`config.mk`:
```
export PLATFORM = sky130hd
export DESIGN_NAME = wb_queue
export DESIGN_NICKNAME = d
export VERILOG_FILES = /design/src/rtl/wb_queue.sv
export SDC_FILE = /design/constraint.sdc
export NUM_CORES = 1
export LEC_CHECK = 0
export ABC_AREA = 1
export CAP_MARGIN = 25
export CORE_ASPECT_RATIO = 1.2
export CORE_MARGIN = 5
export CORE_UTILIZATION = 25
export CTS_CLUSTER_SIZE = 25
export DETAILED_ROUTE_END_ITERATION = 16
export SYNTH_ARGS = -nofsm -noshare
export SYNTH_HDL_FRONTEND = slang
export SYNTH_SLANG_ARGS = --single-unit
```
`constraint.sdc`:
```
create_clock -name clk_in -period 13.1 [get_ports clk_in]
set_input_delay 2.62 -clock clk_in [delete_from_list [all_inputs] [get_ports clk_in]]
set_output_delay 2.62 -clock clk_in [all_outputs]
set_load 0.05 [all_outputs]
```
`src/rtl/wb_queue.sv`:
```
// Purpose : in-order write-back queue between the mem/alu result producers and the
//           register-file write port, with decode-stage hazard lookup / forwarding.
// Latency : a result accepted at edge N into an empty queue is on the write port in cycle N+1.
// Backpressure: ready_out drops when fewer than 2 entries are free; results offered then
//           are dropped and latch the sticky err_out.
//
// Ports:
//   clk_in, rst_in                       clock, synchronous active-high reset
//   memE/Idx/Data_in, aluE/Idx/Data_in   producer results (mem is older, enqueued first)
//   ready_out, err_out                   >=2 free entries / sticky overflow flag
//   writeE/Idx/Data_out                  register-file write port driven from the head entry
//   reg1/2Idx_in                         decode read indices
//   reg1/2Busy_out, reg1/2Hit_out,
//   reg1/2FwdData_out                    hazard status / forwarded value
// Build option: define WBQ_FORWARD_EN to forward the youngest matching value instead of
//   reporting busy.
module wb_queue #(
   parameter int DEPTH = 4
) (
   input  logic        clk_in,
   input  logic        rst_in,
   input  logic        memE_in,
   input  logic [4:0]  memIdx_in,
   input  logic [31:0] memData_in,
   input  logic        aluE_in,
   input  logic [4:0]  aluIdx_in,
   input  logic [31:0] aluData_in,
   output logic        ready_out,
   output logic        err_out,
   output logic        writeE_out,
   output logic [4:0]  writeIdx_out,
   output logic [31:0] writeData_out,
   input  logic [4:0]  reg1Idx_in,
   input  logic [4:0]  reg2Idx_in,
   output logic        reg1Busy_out,
   output logic        reg2Busy_out,
   output logic        reg1Hit_out,
   output logic [31:0] reg1FwdData_out,
   output logic        reg2Hit_out,
   output logic [31:0] reg2FwdData_out
);

   localparam int PW = $clog2(DEPTH);
   localparam int CW = PW + 1;

   logic [DEPTH-1:0] vld_q, vld_d;
   logic [4:0]       idx_q  [DEPTH];
   logic [4:0]       idx_d  [DEPTH];
   logic [31:0]      data_q [DEPTH];
   logic [31:0]      data_d [DEPTH];
   logic [PW-1:0]    rd_ptr_q, rd_ptr_d;
   logic [PW-1:0]    wr_ptr_q, wr_ptr_d;
   logic [CW-1:0]    count_q, count_d;
   logic             err_q, err_d;

   logic             ready;
   logic             mem_ok, alu_ok;
   logic             head_we;
   logic             m1, m2;

   // Credit is based on registered occupancy only, so a full-rate drain
   // never lets a two-result burst overflow.
   assign ready = (count_q <= CW'(DEPTH - 2));

   // Reset gates the write port so queued entries are never written while being flushed.
   assign head_we       = vld_q[rd_ptr_q] & ~rst_in;
   assign writeE_out    = head_we;
   assign writeIdx_out  = head_we ? idx_q[rd_ptr_q]  : 5'd0;
   assign writeData_out = head_we ? data_q[rd_ptr_q] : 32'd0;
   assign ready_out     = ready;
   assign err_out       = err_q;

   assign mem_ok = ready & memE_in & (memIdx_in != 5'd0);
   assign alu_ok = ready & aluE_in & (aluIdx_in != 5'd0);

   always_comb begin
      vld_d    = vld_q;
      idx_d    = idx_q;
      data_d   = data_q;
      rd_ptr_d = rd_ptr_q;
      wr_ptr_d = wr_ptr_q;
      err_d    = err_q | (~ready & (memE_in | aluE_in));

      if (head_we) begin
         vld_d[rd_ptr_q] = 1'b0;
         rd_ptr_d        = rd_ptr_q + 1'b1;
      end
      // Enqueue targets are always free slots (>=2 free), so they never
      // collide with the head being retired this edge.
      if (mem_ok) begin
         vld_d[wr_ptr_d]  = 1'b1;
         idx_d[wr_ptr_d]  = memIdx_in;
         data_d[wr_ptr_d] = memData_in;
         wr_ptr_d         = wr_ptr_d + 1'b1;
      end
      if (alu_ok) begin
         vld_d[wr_ptr_d]  = 1'b1;
         idx_d[wr_ptr_d]  = aluIdx_in;
         data_d[wr_ptr_d] = aluData_in;
         wr_ptr_d         = wr_ptr_d + 1'b1;
      end
      count_d = count_q + CW'(mem_ok) + CW'(alu_ok) - CW'(head_we);
   end

   always_ff @(posedge clk_in) begin
      if (rst_in) begin
         vld_q    <= '0;
         rd_ptr_q <= '0;
         wr_ptr_q <= '0;
         count_q  <= '0;
         err_q    <= 1'b0;
      end else begin
         vld_q    <= vld_d;
         idx_q    <= idx_d;
         data_q   <= data_d;
         rd_ptr_q <= rd_ptr_d;
         wr_ptr_q <= wr_ptr_d;
         count_q  <= count_d;
         err_q    <= err_d;
      end
   end

   // Hazard lookup: walk entries oldest to youngest so the last match wins,
   // giving the youngest value. The head still matches while it is being
   // written; the register file's write-first bypass covers that cycle.
`ifdef WBQ_FORWARD_EN
   logic [31:0] d1, d2;
`endif
   always_comb begin
      m1 = 1'b0;
      m2 = 1'b0;
`ifdef WBQ_FORWARD_EN
      d1 = 32'd0;
      d2 = 32'd0;
`endif
      for (int k = 0; k < DEPTH; k++) begin
         if (vld_q[rd_ptr_q + PW'(k)] && (reg1Idx_in != 5'd0) &&
             (idx_q[rd_ptr_q + PW'(k)] == reg1Idx_in)) begin
            m1 = 1'b1;
`ifdef WBQ_FORWARD_EN
            d1 = data_q[rd_ptr_q + PW'(k)];
`endif
         end
         if (vld_q[rd_ptr_q + PW'(k)] && (reg2Idx_in != 5'd0) &&
             (idx_q[rd_ptr_q + PW'(k)] == reg2Idx_in)) begin
            m2 = 1'b1;
`ifdef WBQ_FORWARD_EN
            d2 = data_q[rd_ptr_q + PW'(k)];
`endif
         end
      end
   end

`ifdef WBQ_FORWARD_EN
   assign reg1Hit_out     = m1;
   assign reg1FwdData_out = d1;
   assign reg2Hit_out     = m2;
   assign reg2FwdData_out = d2;
   assign reg1Busy_out    = 1'b0;
   assign reg2Busy_out    = 1'b0;
`else
   assign reg1Hit_out     = 1'b0;
   assign reg1FwdData_out = 32'd0;
   assign reg2Hit_out     = 1'b0;
   assign reg2FwdData_out = 32'd0;
   assign reg1Busy_out    = m1;
   assign reg2Busy_out    = m2;
`endif

endmodule

```
==> run_results.csv <==
group,metric,value,unit
die,ios,196,
critical_path,worstPathCellList,"clkdlybuf4s50_1, nor2_4, inv_2, a21oi_1, clkdlybuf4s50_1",
worst_hold_path,min_path_type,"flop to flop",
power_and_ir_drop,finalPower,3.160,mW
clock_network,h-tree-depth,4,
timing,hold_viol_final,0,
grt,grt_pass1_vias,11120,
logic_synthesis,ys_warn_count,0,
layout,area_growth_syn_to_layout,17.50,%
clock_network,postCtsHoldBufs,0,
drt,vias_per_cell,5.046,
drt,routed_wl,42.39,mm
clock_network,cts_buffer_depth,2,
power_and_ir_drop,combPwrFrac,54.9,%
worst_hold_path,hp-start,"err_out",
critical_path,reg2reg_depth,13,
grt,grt_pass1_wl,64.03,mm
grt,antenna_found_initial,4,
critical_path,worstPathRequired,10.48,ns
logic_synthesis,synth-seq-area-share,41.03,%
clock_network,root_buffer,"clkbuf_16",
die,die_h,244.1,um
layout,finalInstanceArea,13420,um2
drt,drtIter0Drc,901,
place,port_buffers,129,
place,routabilityCongestion,0.9176,
timing,rsz0062_at_grt,"false",
critical_path,worstPathMaxFanout,37,
layout,drive_gt1_share,4.254,%
drt,wl_met1,17.07,mm
layout,final_core_util,29.82,%
power_and_ir_drop,p_sw,1.548,mW
worst_hold_path,hold_depth,1,
grt,grt.overflow.total,0,
drt,dr.pass1.iters,5,
critical_path,r2r_slack,9.06,ns
drt,dr_wl_met3,3.271,mm
clock_network,cts_made_buffers,17,
critical_path,r2r-end,"idx_q[5]",
clock_network,cts_setup_buffers,0,
power_and_ir_drop,pwr-share-clk,15.2,%
clock_network,clkSlewWorstSetupHoldPaths,0.06,ns
logic_synthesis,synth_cell_types,30,
clock_network,clock_latency,0.44,ns
power_and_ir_drop,swShare,48.99,%
power_and_ir_drop,intPower,1.612,mW
place,dp_hpwl,25.48,mm
layout,fin_nets,1713,
clock_network,ctsResizeCount,0,
timing,fin_skew,0.009061,ns
critical_path,crit_type,"input pin to output port",
clock_network,cts_tree,"done",
die,die_x,205.1,um
logic_synthesis,synth_area,11420,um2
timing,timing.fmax,129.0,MHz
drt,vias,11270,
clock_network,clock-sinks,160,
run_status,status,"complete, no violations",
power_and_ir_drop,irDropWorstVdd,0.09592,mV
critical_path,slowest_delay,0.85,ns
drt,met2_length,20.98,mm
layout,nFillCells,4860,
logic_synthesis,avgSynthCellArea,7.357,um2
power_and_ir_drop,power.density,235.5,nW/um2
drt,top_layer_used,"met5",
timing,fin_crit_sh,59.18,%
job,maxCapViolations,0,
critical_path,critPathLaunchType,"input pin",
timing,setup_tns,0,ns
die,num_rows,85,
critical_path,worst_r2r_startpoint,"count_q[1]",
drt,ant_nets,0,
critical_path,critPathCaptureType,"output port",
die,core_area,44990,um2
drt,avgRoutedWirePerCell,18.97,um
timing,relSlewSlack,30.03,%
power_and_ir_drop,p_leak,5.005,nW
timing,slew_violations,0,
worst_hold_path,hold-path-endpoint,"err_out",
logic_synthesis,syn_inst,1552,
timing,finalSetupViolations,0,
power_and_ir_drop,seqPwrFrac,29.9,%
critical_path,crit_path_frequent_cell,"clkdlybuf4s50_1",
die,initial_core_util,25.38,%
grt,grt_util_all_layers,16.38,%
timing,tightest_slew,1.048,ns
timing,fin_crit,7.753,ns
logic_synthesis,synth_seq_cells,160,
critical_path,crit_path_top_delay_cell,"clkdlybuf4s50_1",
die,die-area,50070,um2
place,dpl-instance-area,12850,um2
critical_path,crit_arrival,5.13,ns
grt,grt_max_degree,98,
drt,route.detailed.drc,0,
==> worst max-delay path, delay by kind of cell <==
kind | cells | cell delay [ns]
buf+inv | 3 | 1.91
simple gates | 1 | 0.30
compound gates | 1 | 0.29
==> synthesized netlist by cell type <==
cell type	number	area [um2]
fa_1	2	40.04
o21a_1	2	15.01
inv_2	9	33.78
o211ai_2	4	50.05
o211ai_1	8	60.06
xor2_1	2	17.52
buf_1	6	22.52
ha_1	14	175.2
nor3_1	5	25.02
nand3_4	1	17.52
buf_4	66	495.5
buf_2	56	280.3
buf_6	8	90.09
o21ai_1	8	40.04
nor2_4	1	11.26
a21boi_0	4	30.03
clkbuf_1	35	131.4
o21ai_0	203	1016
conb_1	1	3.750
dfxtp_1	12	240.2
nor2_8	4	80.08
edfxtp_1	148	4444
a21oi_1	311	1556
nand2_1	177	664.4
nand3_2	1	10.01
nand3_1	97	485.5
inv_1	41	153.9
nor2_1	324	1216
nand2_2	1	6.260
nand4_1	1	6.260
==> power groups by stage <==
stage          Combinational [mW]  Sequential, mW  Clock (mW)
2_1_floorplan                1.25           0.914           0
3_3_place_gp                 1.69           0.944           0
3_5_place_dp                 1.72           0.953           0
4_1_cts                      1.72           0.943       0.494
5_1_grt                      1.91           0.969       0.512
6_report                     1.74           0.944       0.480
==> worst max path at each step <==
stage                start                end  cells after the start  slack [ns]
global placement    rst_in  writeData_out[26]                      5        5.40
finish              rst_in  writeData_out[12]                      5        5.35
floorplan           rst_in  writeData_out[26]                      5        6.18
CTS                 rst_in  writeData_out[17]                      5        5.28
detailed placement  rst_in  writeData_out[17]                      5        5.30
global route        rst_in  writeData_out[30]                      5        5.18
==> sequential cells by signal, indices dropped and copies added, names as in the netlist <==
signal    cells
data_q      128
err_out       1
wr_ptr_q      2
idx_q        20
rd_ptr_q      2
count_q       3
vld_q         4
==> kinds of logic after synthesis <==
logic type | after synthesis | share of synthesized area [%]
buffers and inverters | 221 | 10.57
flip-flops | 160 | 41.03
AND/OR/NAND/NOR | 612 | 22.09
other | 1 | 0.03284
adder cells (fa/ha/maj) | 16 | 1.885
AO/OA/AOI/OAI | 540 | 24.24
XOR/XNOR | 2 | 0.1534
==> stage by stage <==
step                hold WS, ns  cells  setup WS, ns
floorplan                0.5610   1617         6.181
finish                   0.4737   2234         5.347
CTS                      0.4801   2230         5.284
global route             0.5078   2231         5.178
global placement         0.4498   2198         5.401
detailed placement       0.4648   2198         5.302
==> metal layers <==
| metal | vias to the layer above | global-route usage, % |
|---|---|---|
| met5 | - | 0 |
| met4 | 2 | 5.853 |
| met3 | 73 | 3.458 |
| met2 | 510 | 28.64 |
| met1 | 5352 | 19.84 |
| li1 | 5335 | - |
==> placed cells by master (no fill, tap or decap), types with 4 or more instances in the layout <==
cell type and instances:
o211ai_2 4, ha_1 14, conb_1 66, nand3_1 97, o211ai_1 8, nand2_1 177
nor2_1 320, nor3_1 5, edfxtp_1 148, clkdlybuf4s50_1 129, inv_1 40, o21ai_0 203
dfxtp_1 10, clkbuf_1 4, a21boi_0 4, clkbuf_16 17, o21ai_1 8, nor2_8 4
buf_4 14, inv_2 9, nor2_4 5, a21oi_1 311
==> cell type report <==
class / instances / area [um2] / share of cell area, %
Tap cell: 609 / 762.0 / 5.679
Clock inverter: 11 / 92.59 / 0.6901
Multi-Input combinational cell: 1236 / 5808 / 43.29
Clock buffer: 21 / 440.4 / 3.283
Antenna cell: 3 / 7.507 / 0.05595
Sequential cell: 160 / 4690 / 34.95
Inverter: 50 / 192.7 / 1.436
Timing Repair Buffer: 144 / 1424 / 10.61
Power figures use the tool's default switching activity.
